==> src/rtl/burst_addr_gen.sv <==
// Burst address generator: deserialises a start address and burst length, then emits one
// MSB-first address frame per beat. Define BURST_WRAP_EN to add wrap_sel_i and WRAP stepping.
module burst_addr_gen #(
  parameter int ADDR_W = 8,
  parameter int LEN_W  = 4
) (
  input  logic clk_i,
  input  logic rst_ni,
  input  logic burst_en_i,
  input  logic mode_sel_i,
`ifdef BURST_WRAP_EN
  input  logic wrap_sel_i,
`endif
  input  logic burst_len_in_i,
  input  logic addr_in_i,
  input  logic next_i,
  output logic addr_sel_o,
  output logic addr_ser_out_o,
  output logic busy_o,
  output logic done_o
);
  localparam int            CW   = $clog2(ADDR_W);
  localparam logic [CW-1:0] LAST = CW'(ADDR_W - 1);
  localparam logic [LEN_W:0] ONE = (LEN_W+1)'(1);

  typedef enum logic [2:0] {IDLE, LOAD, SEND, WAIT, DONE} state_t;

  state_t            state_q;
  logic [CW-1:0]     cnt_q;
  logic [ADDR_W-1:0] addr_q, step_d;
  logic [LEN_W-1:0]  len_q, len_d;
  logic [LEN_W:0]    left_q, beats_d;
  logic              addr_sel_q, ser_q, busy_q, done_q;
`ifdef BURST_WRAP_EN
  logic [LEN_W:0]    beats_q;
  logic              wrap_q;
  logic [ADDR_W-1:0] mask;
`endif

  // Length bits arrive only on the first LEN_W load edges.
  always_comb begin
    len_d   = (int'(cnt_q) < LEN_W) ? LEN_W'({len_q, burst_len_in_i}) : len_q;
    beats_d = mode_sel_i ? ((LEN_W+1)'(len_d) + ONE) : ONE;
  end

  always_comb begin
    step_d = addr_q + ADDR_W'(1);
`ifdef BURST_WRAP_EN
    mask = ADDR_W'(beats_q - ONE);
    if (wrap_q && ((beats_q & (beats_q - ONE)) == '0))
      step_d = (addr_q & ~mask) | (step_d & mask);
`endif
  end

  always_ff @(posedge clk_i) begin
    if (!rst_ni) begin
      state_q    <= IDLE;
      cnt_q      <= '0;
      addr_q     <= '0;
      len_q      <= '0;
      left_q     <= '0;
      addr_sel_q <= 1'b0;
      ser_q      <= 1'b0;
      busy_q     <= 1'b0;
      done_q     <= 1'b0;
`ifdef BURST_WRAP_EN
      beats_q    <= '0;
      wrap_q     <= 1'b0;
`endif
    end else begin
      addr_sel_q <= 1'b0;
      ser_q      <= 1'b0;
      done_q     <= 1'b0;
      case (state_q)
        IDLE: if (burst_en_i) begin
          state_q <= LOAD;
          cnt_q   <= '0;
          busy_q  <= 1'b1;
        end
        LOAD: if (!burst_en_i) begin
          state_q <= IDLE;
          busy_q  <= 1'b0;
        end else begin
          addr_q <= ADDR_W'({addr_q, addr_in_i});
          len_q  <= len_d;
          if (cnt_q == LAST) begin
            cnt_q   <= '0;
            left_q  <= beats_d;
`ifdef BURST_WRAP_EN
            beats_q <= beats_d;
            wrap_q  <= wrap_sel_i;
`endif
            state_q <= SEND;
          end else begin
            cnt_q <= cnt_q + CW'(1);
          end
        end
        SEND: if (!burst_en_i) begin
          state_q <= IDLE;
          busy_q  <= 1'b0;
        end else begin
          addr_sel_q <= 1'b1;
          ser_q      <= addr_q[LAST - cnt_q];
          if (cnt_q == LAST) begin
            cnt_q   <= '0;
            left_q  <= left_q - ONE;
            state_q <= (left_q == ONE) ? DONE : WAIT;
          end else begin
            cnt_q <= cnt_q + CW'(1);
          end
        end
        WAIT: if (!burst_en_i) begin
          state_q <= IDLE;
          busy_q  <= 1'b0;
        end else if (next_i) begin
          addr_q  <= step_d;
          state_q <= SEND;
        end
        DONE: begin
          done_q  <= 1'b1;
          busy_q  <= 1'b0;
          state_q <= IDLE;
        end
        default: state_q <= IDLE;
      endcase
    end
  end

  assign addr_sel_o     = addr_sel_q;
  assign addr_ser_out_o = ser_q;
  assign busy_o         = busy_q;
  assign done_o         = done_q;
endmodule

==> config.mk <==
export PLATFORM = sky130hd
export DESIGN_NAME = burst_addr_gen
export DESIGN_NICKNAME = d
export VERILOG_FILES = /design/src/rtl/burst_addr_gen.sv
export SDC_FILE = /design/constraint.sdc
export NUM_CORES = 1
export LEC_CHECK = 0
export ABC_AREA = 1
export CAP_MARGIN = 5
export CORE_ASPECT_RATIO = 1.75
export CORE_UTILIZATION = 45
export DETAILED_ROUTE_END_ITERATION = 12
export PLACE_DENSITY = 0.69
export SYNTH_ARGS = -nofsm -noshare
export SYNTH_HDL_FRONTEND = slang
export SYNTH_SLANG_ARGS = --single-unit
==> constraint.sdc <==
create_clock -name clk_i -period 1.46 [get_ports clk_i]
set_input_delay 0.219 -clock clk_i [delete_from_list [all_inputs] [get_ports clk_i]]
set_output_delay 0.219 -clock clk_i [all_outputs]
set_load 0.01 [all_outputs]
---- Yosys cells after proc, flatten, opt, wreduce, memory -nomap -nowiden ----
Cells that the tools add are included.
storage, ports and cells
  logic and storage cells ................. 80
  register bits ........................... 27
  bits in latches ......................... 0
  memory bits (writable) .................. 0
  input port bits ......................... 7
  output and inout bits ................... 4
  bits in read-only memories .............. 0
  memories kept ........................... 0
cells by class
  equality and inequality tests ........... 18
  add/sub/neg operators ................... 5
  divide/modulo/power cells ............... 0
  reductions and logical operators ........ 15
  multipliers ............................. 0
  bitwise operators ....................... 0
  magnitude comparators ................... 2
  mux-type cells .......................... 31
  shifts and indexed selects .............. 0
operator list
  operator                                                    count
  2-to-1 mux 3 bit                                            11
  2-to-1 mux 5 bit                                            5
  2-to-1 mux 8 bit                                            3
  != test 2 bit, second input constant                        8
  case mux 8 bit (2 select lines)                             1
  case mux 3 bit (4 select lines)                             1
  case mux 5 bit (2 select lines)                             1
  != test 3 bit, second input constant                        3
  AND reduction 3 bit                                         3
  adder 8 x 1 -> 8 bit, second input constant                 1
  AND reduction 4 bit                                         2
  == test 3 x 2 -> 1 bit, second input constant               2
  == test 3 bit, second input constant                        2
  case mux 3 bit (2 select lines)                             1
  nonzero test 2 bit                                          3
  adder 4 x 1 -> 5 bit, second input constant                 1
  == test 5 x 1 -> 1 bit, second input constant               1
  2-to-1 mux 1 bit                                            5
  AND reduction 5 bit                                         1
  subtractor 5 x 1 -> 5 bit, second input constant            1
  less-than comparator 3 x 4 -> 1 bit, second input constant  1
  2-to-1 mux 4 bit                                            1
  AND reduction 2 bit                                         2
  adder 3 x 1 -> 3 bit, second input constant                 1
  other kinds (10)                                            10

---- Depth between registers and ports, before layout ----
  depth after elaboration ................. 7
  mapped depth ............................ 10
  mapped depth without buffers ............ 9

---- Least setup slack after synthesis ----
Ideal clock, no wire load.
  kind .................................... register to register
  start point ............................. reg cnt_q[2]
  end point ............................... reg left_q[1]
  path buffers ............................ 1
  arrival time ............................ 1218 ps
  period minus slack after synthesis ...... 1335 ps
  data required time ...................... 1343 ps
  cell stages (with the launch flop) ...... 10
  path slack .............................. 125 ps
  library setup time ...................... 117 ps
  cell sequence ........................... dfxtp_1 clkbuf_2 inv_1 nand2_1 nand2_1 ha_1 nand2_1 o21ai_0 nor2_1 nor2_1
between the ends
  cells in the longest elaborated chain, start to end .. 7
  elaborated cells on any way between the ends .. 11
  classes of those cells .................. add/sub (1); order compare (1); eq/ne (3); mux (5); reduce/logical (1)
ends and longest elaborated chain
  what                             line  text
  start, declared                  29    logic [CW-1:0] cnt_q;
  start signal, assigned           95    cnt_q <= cnt_q + CW'(1);
  start signal, assigned           109   cnt_q <= cnt_q + CW'(1);
  less-than comparator 3 bit       42    len_d = (int'(cnt_q) < LEN_W) ? LEN_W'({len_q, burst_len_in_i}) : len_q;
  2-to-1 mux 4 bit                 42
  via len_d[0]                     31    logic [LEN_W-1:0] len_q, len_d;
  adder 4 x 1 -> 5 bit             43    beats_d = mode_sel_i ? ((LEN_W+1)'(len_d) + ONE) : ONE;
  2-to-1 mux 5 bit                 43
  2-to-1 mux 5 bit                 86    if (cnt_q == LAST) begin
  2-to-1 mux 5 bit                 80    LOAD: if (!burst_en_i) begin
  case mux 5 bit (2 select lines)  74    case (state_q)
  end signal, assigned             88    left_q <= beats_d;
  end signal, assigned             106   left_q <= left_q - ONE;
  end, declared                    32    logic [LEN_W:0] left_q, beats_d;
The timed path passes the listed nets, and every way through them passes these cells. The select of a mux whose other input is x is not followed.
A chain may end at the register's enable or synchronous reset.

---- Worst setup path in the final report ----
  start point ............................. in burst_en_i
  end point ............................... reg state_q[2]
between the ends
  cells in the longest elaborated chain, start to end .. 2
  elaborated cells on any way between the ends .. 9
  classes of those cells .................. eq/ne (4); mux (4); reduce/logical (1)
ends and longest elaborated chain
  what                                                                                            line  text
  start, declared                                                                                 9     input logic burst_en_i,
  != test 3 bit (no source line), or another cell as far along                                    -
  AND reduction 4 bit (no source line) / case mux 3 bit (4 select lines) (equally long branches)  -
  end signal, assigned                                                                            107   state_q <= (left_q == ONE) ? DONE : WAIT;
  end, declared                                                                                   28    state_t state_q;
Parallel ways exist; a longest one is shown, timed or not.

==> results.sh <==
export IMPL_status="completed"
export IMPL_timing_rr_start="cnt_q[0]"
export IMPL_io_buffers=10
export IMPL_h_tree_depth=1
export IMPL_clk_path_buf_depth=2
export IMPL_insertion_delay_ns=0.27
export IMPL_rsz0062_at_grt="no"
export IMPL_fillers=384
export IMPL_synth_commonest_cells="nand2_1, dfxtp_1, inv_1"
export IMPL_placed_cells=331
export IMPL_syn_instance_count=266
export IMPL_coreArea_um2=3660
export IMPL_antenna_found_initial=0
export IMPL_routed_wl_um=4070
export IMPL_instances_no_fill=335
export IMPL_yosysSeqAreaShare_pct=30.7
export IMPL_crit_arrival_ns=1.58
export IMPL_syn_avg_cell_area_um2=6.62
export IMPL_finalWeightedCongestion=0.871
export IMPL_die_w_um=49.3
export IMPL_firstDrtPassIters=4
export IMPL_path_class="in2reg"
export IMPL_grt_pass1_vias=1627
export IMPL_path_clk_slew_ns=0.10
export IMPL_yosysMostFrequentCell="nand2_1"
export IMPL_synth_seq_cells=27
export IMPL_fin_skew_ns=0.00560
export IMPL_drt_iter0_markers=63
export IMPL_cts_made_buffers=3
export IMPL_ys_dominant_reg_cell="dfxtp_1"
export IMPL_async_reset_ff_share_pct=0
export IMPL_place_area_um2=2000
export IMPL_nets=303
export IMPL_worstSetupEndpointType="register"
export IMPL_synth_top_cell_area_share_pct=30.7
export IMPL_fp_dieH_um=84.8
export IMPL_p_total_uw=1560
export IMPL_hold_viol_final=0
export IMPL_dpl_hpwl_um=3150
export IMPL_yosys_top_cells_area="dfxtp_1, nand2_1, a21oi_1"
export IMPL_antenna_cells=0
export IMPL_hp_class="reg2reg"
export IMPL_period_share_pct=96.2
export IMPL_yosys_area_top_type="dfxtp_1"
export IMPL_p_leak_uw=0.000849
export IMPL_post_route_drc_count=0
export IMPL_syn_cell_area_um2=1760
export IMPL_vias=1720
export IMPL_area_growth_pct=17.0
export IMPL_power_density_nw_per_um2=759
export IMPL_grt_overflow=0
export IMPL_layout_min_cycle_time_ns=1.41
export IMPL_peakVddDrop_v=0.000507
export IMPL_ant_nets=0
export IMPL_pin_count=11
export IMPL_wl_per_cell_um=12.2
export IMPL_initial_core_util_pct=48.1
export IMPL_cp_data_required_time_ns=1.63
export IMPL_critPathLaunchType="input port"
export IMPL_grt_use_total_pct=21.4
export IMPL_synth_edff_count=0
export IMPL_viasPerCell=5.13
export IMPL_fmax_mhz=712
export IMPL_syn_nets=279
export IMPL_slew_headroom_pct=72.1
export IMPL_root_buffer="clkbuf_8"
export IMPL_grt_max_degree=16
export IMPL_postLayoutCellArea_um2=2060
export IMPL_cts_sinks=27
export IMPL_cts_tree="done"
export IMPL_setup_viol=0
export IMPL_grt_pass1_wl_um=7000
export IMPL_min_delay_start="len_q[0]"
export IMPL_yosysUniqueCellTypes=32
export IMPL_max_cap_viol_count=0
export IMPL_r2r_setup_slack_ns=0.12
export IMPL_yosys_warnings=0
export IMPL_crit_path_max_fanout=6
export IMPL_tightest_slew_ns=0.419
export IMPL_drive_gt1_share_pct=18.0
export IMPL_die_area_um2=4180
export IMPL_startpoint="burst_en_i"
export IMPL_report_final_slew_viol_count=0
export IMPL_num_rows=29
final timing paths:
check	endpoint	cells past startpoint
worst max-delay path	state_q[2]	7
worst min-delay path	len_q[0]	2
worst max register to register	state_q[2]	7
worst min register to register	len_q[0]	2
flip-flops by register name, summed over array words and instances, names as in the netlist:
name,count
addr_q,8
addr_sel_o,1
addr_ser_out_o,1
busy_o,1
cnt_q,3
done_o,1
left_q,5
len_q,4
state_q,3
repair_timing:
action | 4_1_cts | 5_1_grt
setup buffers | 0 | 0
hold buffers | 0 | 0
setup endpoints to repair | 0 | 8
gates resized for setup | 0 | 7
report_power, final:
part           total, uW  internal (uW)  leakage (uW)  switching (uW)
clock network        440            191     0.0000255             248
registers            791            764      0.000221            26.6
logic                334            140      0.000603             194
logic make-up after synthesis:
family | after synthesis | share of synthesized area [%]
and+or+nand+nor | 140 | 37.9
AOI/OAI and AO/OA | 53 | 17.0
buffers and inverters | 40 | 10.2
DFF | 27 | 30.7
adders and majority gates | 6 | 4.26
metal layers:
layer	vias to the layer above	global-route usage [%]	part of all wire, %
met5	-	0	0
met4	0	8.82	1.2
met3	4	1.99	1.4
met2	15	40.2	55
met1	786	23.4	42
li1	915	-	-
cells in the final DEF (no fill, tap or decap), types with 3 or more instances in the layout:
master	netlist	layout
clkdlybuf4s50_1	0	10
buf_4	0	16
ha_1	6	5
a21oi_1	21	21
dfxtp_2	0	4
nor2_1	25	25
nand2_2	5	6
a211oi_1	3	3
inv_1	27	27
nand4_1	3	3
o21ai_0	18	18
nand2_1	74	73
nand3_1	18	18
inv_2	4	4
o21ai_1	3	3
a31oi_1	3	3
clkbuf_8	0	3
dfxtp_1	27	23
critical path, cell delays in order:
cell	delay, ns
clkdlybuf4s50_1	0.65
inv_1	0.18
nor2_1	0.18
nand2_1	0.09
nand2_2	0.08
nor2_2	0.05
and3_1	0.13
per-stage QoR:
step / setup TNS [ns] / hold slack [ns] / util [%] / worst slack [ns]
after floorplan: 0 / 0.392 / - / 0.125
after global placement: -2.65 / 0.466 / 54.7 / -0.183
after detailed placement: -3.38 / 0.468 / 54.7 / -0.219
after CTS: 0 / 0.484 / 55.9 / 0.0281
after global routing: 0 / 0.502 / 56.3 / 0.00101
final: 0 / 0.481 / 56.3 / 0.0548
final cells by class:
class / instances / area, um2 / share of cell area (%)
timing repair buffer: 27 / 240 / 11.7
clock buffer: 3 / 41.3 / 2.00
clock inverter: 1 / 5.00 / 0.243
inverter: 32 / 125 / 6.07
tap: 46 / 57.6 / 2.79
sequential: 27 / 546 / 26.5
multi-input combinational: 199 / 1050 / 50.8
Power figures use the tool's default switching activity.
